[src/rtl/fifo_pkg.sv]
// Shared constants and types for the 128x8 packet FIFO.
// Read and write controllers both import this package.
package fifo_pkg;

    localparam int unsigned DEPTH  = 128;
    localparam int unsigned ADDR_W = $clog2(DEPTH);
    localparam int unsigned DATA_W = 8;

    // The extra top bit is the wrap bit that tells full apart from empty.
    typedef logic [ADDR_W:0] ptr_t;

    typedef enum logic {
        IDLE  = 1'b0,
        VALID = 1'b1
    } rd_state_t;

endpackage

[src/rtl/fifo_ptr_cnt.sv]
// FIFO pointer counter with a wrap bit.
// It increments modulo 2^W and can load a new value; load wins over increment.
module fifo_ptr_cnt #(
    parameter int unsigned W = 8
) (
    input  logic         clk,
    input  logic         rst,
    input  logic         inc,
    input  logic         load,
    input  logic [W-1:0] load_val,
    output logic [W-1:0] ptr
);

    always_ff @(posedge clk or posedge rst) begin
        if (rst) begin
            ptr <= '0;
        end else if (load) begin
            ptr <= load_val;
        end else if (inc) begin
            ptr <= ptr + W'(1);
        end
    end

endmodule

[src/rtl/fifo_rd_ctrl.sv]
// Read-side controller for the packet FIFO.
// It owns the read pointer, tracks occupancy, and drives a registered valid/ready byte output.
module fifo_rd_ctrl
    import fifo_pkg::*;
(
    input  logic              r_clk,
    input  logic              r_rst,
    input  logic [ADDR_W:0]   w_ptr,
    input  logic [DATA_W-1:0] mem_data,
    output logic [ADDR_W-1:0] r_count,
    output logic [ADDR_W:0]   r_ptr,
    output logic              empty,
    output logic [ADDR_W:0]   occupancy,
    output logic              r_valid,
    input  logic              r_ready,
    output logic [DATA_W-1:0] r_data,
    input  logic              flush,
    output logic              ptr_err
);

    localparam ptr_t DEPTH_CNT = ptr_t'(DEPTH);

    rd_state_t state_q, state_d;
    logic      pop;
    logic      overrun;

    assign occupancy = w_ptr - r_ptr;
    assign empty     = (occupancy == '0);
    assign overrun   = (occupancy > DEPTH_CNT);
    assign r_count   = r_ptr[ADDR_W-1:0];
    assign r_valid   = (state_q == VALID);

    // The output register may refill whenever it is empty or being drained this cycle.
    assign pop = !empty && (!r_valid || r_ready) && !flush;

    fifo_ptr_cnt #(
        .W (ADDR_W + 1)
    ) u_rd_ptr (
        .clk      (r_clk),
        .rst      (r_rst),
        .inc      (pop),
        .load     (flush),
        .load_val (w_ptr),
        .ptr      (r_ptr)
    );

    always_comb begin
        state_d = state_q;
        if (flush) begin
            state_d = IDLE;
        end else if (pop) begin
            state_d = VALID;
        end else if (r_ready) begin
            state_d = IDLE;
        end
    end

    always_ff @(posedge r_clk or posedge r_rst) begin
        if (r_rst) begin
            state_q <= IDLE;
            r_data  <= '0;
            ptr_err <= 1'b0;
        end else begin
            state_q <= state_d;
            if (pop) begin
                r_data <= mem_data;
            end
            // Sticky until flush; flush clears it even if the overrun persists.
            if (flush) begin
                ptr_err <= 1'b0;
            end else if (overrun) begin
                ptr_err <= 1'b1;
            end
        end
    end

endmodule
[config.mk]
export PLATFORM = sky130hd
export DESIGN_NAME = fifo_rd_ctrl
export DESIGN_NICKNAME = d
export VERILOG_FILES = /design/src/rtl/fifo_pkg.sv /design/src/rtl/fifo_ptr_cnt.sv /design/src/rtl/fifo_rd_ctrl.sv
export SDC_FILE = /design/constraint.sdc
export NUM_CORES = 1
export LEC_CHECK = 0
export ABC_AREA = 1
export CAP_MARGIN = 20
export CORE_MARGIN = 4
export CORE_UTILIZATION = 41
export CTS_BUF_LIST = sky130_fd_sc_hd__clkbuf_2
export CTS_CLUSTER_SIZE = 14
export DETAILED_ROUTE_END_ITERATION = 16
export PLACE_DENSITY = 0.89
export SYNTH_ARGS = -nofsm -noshare
export SYNTH_HDL_FRONTEND = slang
export SYNTH_SLANG_ARGS = --single-unit
[constraint.sdc]
create_clock -name r_clk -period 2.1 [get_ports r_clk]
set_input_delay 0.21 -clock r_clk [delete_from_list [all_inputs] [get_ports r_clk]]
set_output_delay 0.21 -clock r_clk [all_outputs]
set_load 0.005 [all_outputs]
# ---- After elaboration in Yosys (flattened, before gate mapping)
# Index checks and enable logic that the tools add are counted.
dict set report totals {
  regBits 18
  in_bits 20
  elab_cells 24
}
dict set report op_classes {
  add_sub_neg 2
  order_cmp 1
  muxes 7
  reduce_logical 10
}
# op count
set op_table {}
lappend op_table {{8-bit 2-to-1 mux} 2}
lappend op_table {{8-bit by 1-bit adder with 8-bit output (second input constant)} 1}
lappend op_table {{8-bit greater-than comparator (second input constant)} 1}
lappend op_table {{8-bit zero test} 1}
lappend op_table {{8-bit subtractor} 1}
lappend op_table {{1-bit 2-to-1 mux} 5}
lappend op_table {{2-bit nonzero test} 2}
lappend op_table {{1-bit zero test} 3}
lappend op_table {{3-bit nonzero test} 1}
lappend op_table {{1-bit logical AND} 2}
lappend op_table {{1-bit logical OR} 1}

# ---- Longest topological paths before layout
dict set report depth {
  ltp_word 7
  depth_mapped 16
  ltp_nobuf 16
}

# ---- By module
# A second synthesis with hierarchy kept.
dict set report hier_totals {
  hier_cells 194
  hier_area_um2 1382.6
}
# mod n_inst cells_each area_per_inst_um2 seq_area_each_um2
set by_module_without_submodules {}
lappend by_module_without_submodules {fifo_rd_ctrl 1 130 892.1 250.2}
lappend by_module_without_submodules {fifo_ptr_cnt 1 64 490.5 200.2}

# ---- Worst setup path before layout
# Ideal clock, no wire load.
dict set report synth_path {
  kind {register to output}
  from {register u_rd_ptr.ptr[0]}
  to {output port empty}
  arrival_time_ns 2.045
  path_slack_ns -0.155
  stages_incl_launch_ff 11
  path_cell_list {dfrtp_1 ha_1 inv_1 fa_1 or2_2 nor2_1 nand3_2 nor2_4 nand3_4 buf_6 inv_1}
}
dict set report synth_between {
  elab_chain_len 2
}
# item line
set synth_lines {}
lappend synth_lines {{start: declaration} fifo_ptr_cnt.sv:11} ;# output logic [W-1:0] ptr
lappend synth_lines {{start signal: assignment} fifo_ptr_cnt.sv:18} ;# ptr <= load_val;
lappend synth_lines {{start signal: assignment} fifo_ptr_cnt.sv:20} ;# ptr <= ptr + W'(1);
lappend synth_lines {{8-bit subtractor} fifo_rd_ctrl.sv:27} ;# assign occupancy = w_ptr - r_ptr;
lappend synth_lines {{via occupancy[1]} fifo_rd_ctrl.sv:13} ;# output logic [ADDR_W:0] occupancy,
lappend synth_lines {{8-bit zero test} fifo_rd_ctrl.sv:28} ;# assign empty = (occupancy == '0);
lappend synth_lines {{end: declaration} fifo_rd_ctrl.sv:12} ;# output logic empty,
# The timed path passes the listed nets, and every way through them passes these cells.

# ---- Worst setup path after layout
dict set report layout_path {
  from {register u_rd_ptr.ptr[0]}
  to {output port empty}
}
dict set report layout_between {
  elab_chain_len 2
}
# item line
set layout_lines {}
lappend layout_lines {{8-bit subtractor} fifo_rd_ctrl.sv:27}
lappend layout_lines {{8-bit zero test} fifo_rd_ctrl.sv:28}
# No other way between the ends.

==> results.cfg <==
[global_routing]
antenna_found_initial = 0
grt-ovfl-total = 0
grt_usage_pct = 19.8
grt_first_pass_wirelength_um = 6820
grt_max_degree = 19
grt_pass1_vias = 1500

[synthesis]
syn-num-nets = 230
post_synth_main_area_contributors = dfrtp_1, nand2_1, inv_1, ha_1, nand3_1
synth_top_cell_area_share_pct = 31.8
synthSimpleGateAreaFrac_pct = 37.2
ys_types = 27
syn_area_per_cell_um2 = 7.05
yosysTopAreaCell = dfrtp_1
ys_seq_area_share_pct = 31.8
syn_inst = 201
yosys_warnings = 0
syn_area_um2 = 1420
synth_top_family_by_area = simple AND/OR/NAND/NOR gates
synthAdderAreaFrac_pct = 8.47
synth_compound_area_share_pct = 4.94
ys_ff_latch = 18
synth_xor_area_share_pct = 4.32
synth_mux_area_share_pct = 0

[power]
ir_worst_vdd_uv = 340
p_per_area_nw_per_um2 = 660
clkPwrFrac_pct = 10.5
p_sw_w = 0.000611
p_comb_share_pct = 62.7
p_leak_nw = 1.18
swShare_pct = 38.8
intPower_w = 0.000962
power_frac_seq_pct = 26.8

[setup_path]
r2r-end = u_rd_ptr.ptr[3]$_DFFE_PP0P_
ff2ff_path_depth = 13
r2r_slack_ns = -0.28
required_ns = 1.89
end_kind = primary output
crit_type = reg -> out
critPathMaxStageDelay_ns = 0.43
critPathLaunchType = flop
slowest_stage = dfrtp_1
worstPathArrival_ns = 2.22
worst-path-max-fanout = 2
r2r_start = u_rd_ptr.ptr[0]$_DFFE_PP0P_
path_cells = ha_2 > inv_2 > fa_2 > or2_4 > nor2_4 > nand3_2 > nor2_4 > nand3_4 > inv_2 > buf_6

[drt]
ant_nets = 0
num_vias = 1611
drt-initial-drc-count = 76
viasPerCell = 4.96
firstDrtPassIters = 4
wl_per_cell_um = 13.6
drc = 0
wl_um = 4430

[timing]
finalHoldViolations = 0
fin_skew_ns = 0.0222
fmax_ghz = 0.411
worst_pin_slew_ns = 0.697
slew_headroom_pct = 53.5
grt_setup_unrepaired = true
post-route-period-util_pct = 116
period_needed_ns = 2.43
finalSetupViolations = 22
slew_viol_final = 0
holdWs_ns = 0.230
setup_ws_ns = -0.333

[clocking]
clk_latency_ns = 0.35
cts_max_level = 1
root_buffer = clkbuf_2
cts_made_buffers = 3
hold_buffers = 0
cts.clk_slew.worst_paths_ns = 0.19
tritoncts = done
clockBufferDepth = 2
clkSinkCount = 18

[cells_and_area]
multi_input_area_um2 = 972
post-route-util_pct = 71.4
drive_gt1_share_pct = 30.8
num_antenna_cells = 0
seqCellArea_um2 = 450
fin_area_um2 = 2380
finalNetCount = 309
finalNonFillerCells = 325
nFillCells = 251
syn_to_final_growth_pct = 68.1

[placement]
placed_cells = 312
place_ws_ns = -0.679
place_area_um2 = 2110
gp_congestion = 0.873
portBuffers = 53
dp_hpwl_um = 3140

[floorplan]
io_pins = 54
start_util_pct = 42.5
die_x_um = 66.8
dieArea_um2 = 4460
core_area_um2 = 3340
rows = 21
die_h_um = 66.8

[run_status]
outcome = finished with violations
violations = setup timing

[worst_hold_path]
hp-class = in -> async

[flow_run]
max-cap-violations = 0
[power by group through the flow]
stage / registers [W] / clock network, W / logic (W)
after floorplan: 0.000448 / 0 / 0.000358
after global placement: 0.000424 / 0 / 0.000787
after detailed placement: 0.000426 / 0 / 0.000804
after CTS: 0.000421 / 0.000159 / 0.000889
after global routing: 0.000429 / 0.000176 / 0.00107
final: 0.000422 / 0.000165 / 0.000986
[cell families (layout without fill, tap and decap cells)]
logic type	count (synthesis)	in the layout
simple gates	113	113
xor+xnor	7	7
buf+inv	41	119
flops	18	18
fa+ha+maj	9	9
compound gates	13	13
[cells in the mapped netlist]
| cell type | number |
|---|---|
| buf_6 | 1 |
| buf_2 | 1 |
| nand3_1 | 19 |
| xnor2_1 | 1 |
| nand2_1 | 69 |
| nand3_2 | 2 |
| clkinv_1 | 1 |
| dfrtp_1 | 18 |
| nand4_1 | 9 |
| fa_1 | 1 |
| inv_1 | 28 |
| o31ai_1 | 1 |
| nand2_4 | 2 |
| nor2_4 | 1 |
| ha_1 | 8 |
| a21o_1 | 1 |
| nor3_1 | 1 |
| nand3_4 | 1 |
| clkbuf_1 | 3 |
| buf_4 | 7 |
| nand3b_1 | 1 |
| o21ai_0 | 5 |
| or2_2 | 1 |
| nor2_1 | 7 |
| xor2_1 | 6 |
| o21ai_1 | 1 |
| a21oi_1 | 5 |
[worst max path at each step]
stage / startpoint / to / slack [ns] / cells after the start
finish: u_rd_ptr.ptr[0]$_DFFE_PP0P_ / empty / -0.33 / 10
global route: u_rd_ptr.ptr[0]$_DFFE_PP0P_ / empty / -0.44 / 10
CTS: u_rd_ptr.ptr[0]$_DFFE_PP0P_ / empty / -0.35 / 10
detailed placement: w_ptr[0] / empty / -0.68 / 12
global placement: w_ptr[0] / empty / -0.64 / 12
floorplan: u_rd_ptr.ptr[0]$_DFFE_PP0P_ / r_valid$_DFFE_PP0P_ / -0.1 / 11
[registers in the layout, indices dropped and copies added, names as in the netlist]
| name | cells |
|---|---|
| r_data | 8 |
| u_rd_ptr.ptr | 8 |
| ptr_err | 1 |
| r_valid | 1 |
[placed cells by master (no fill, tap or decap), types with 2 or more instances in the layout]
| cell type | instances |
|---|---|
| nand2_1 | 58 |
| clkdlybuf4s50_1 | 44 |
| buf_4 | 29 |
| inv_1 | 21 |
| dfrtp_1 | 18 |
| nand3_1 | 14 |
| nand2_2 | 9 |
| nand4_1 | 9 |
| inv_2 | 7 |
| buf_6 | 7 |
| nor2_1 | 6 |
| nand3_2 | 5 |
| xor2_1 | 5 |
| o21ai_0 | 5 |
| ha_4 | 5 |
| clkbuf_2 | 5 |
| nand2_4 | 3 |
| nand3_4 | 3 |
| a21oi_1 | 2 |
| nor2_4 | 2 |
| a21oi_2 | 2 |
| clkinv_1 | 2 |
| ha_1 | 2 |
| buf_2 | 2 |
[critical path, delay by kind of cell (launching register included)]
family | cells | cell delay [ns]
DFF | 1 | 0.43
adders and majority gates | 2 | 0.62
and+or+nand+nor | 5 | 0.64
buffers and inverters | 3 | 0.20
[final cells by class]
cell class | instances | area share [%]
clock inverters | 1 | 0.157
clock buffers | 3 | 0.630
well taps | 46 | 2.41
inverters | 29 | 4.57
flip-flops and latches | 18 | 18.9
repair buffers | 86 | 32.5
multi-input cells | 142 | 40.8
[layer usage]
| layer | vias to the layer above | track usage [%] | part of all wire, % |
|---|---|---|---|
| met5 | - | 0 | 0 |
| met4 | 0 | 4.57 | 1.8 |
| met3 | 9 | 3.88 | 4.8 |
| met2 | 64 | 34.0 | 51 |
| li1 | 786 | - | - |
| met1 | 752 | 25.5 | 42 |
[timing repair]
| action | CTS | global route |
|---|---|---|
| endpoints found under the setup margin | 25 | 26 |
| pin swaps | 13 | 14 |
| buffers inserted | 7 | 2 |
| resized for setup | 44 | 26 |
[through the flow]
step	setup TNS, ns	total power [W]
4_1_cts	-3.99	0.00147
3_5_place_dp	-12.44	0.00123
2_1_floorplan	-1.56	0.000806
6_report	-3.78	0.00157
5_1_grt	-6.33	0.00168
3_3_place_gp	-11.36	0.00121
No activity file was read; power rests on OpenSTA's default activity.
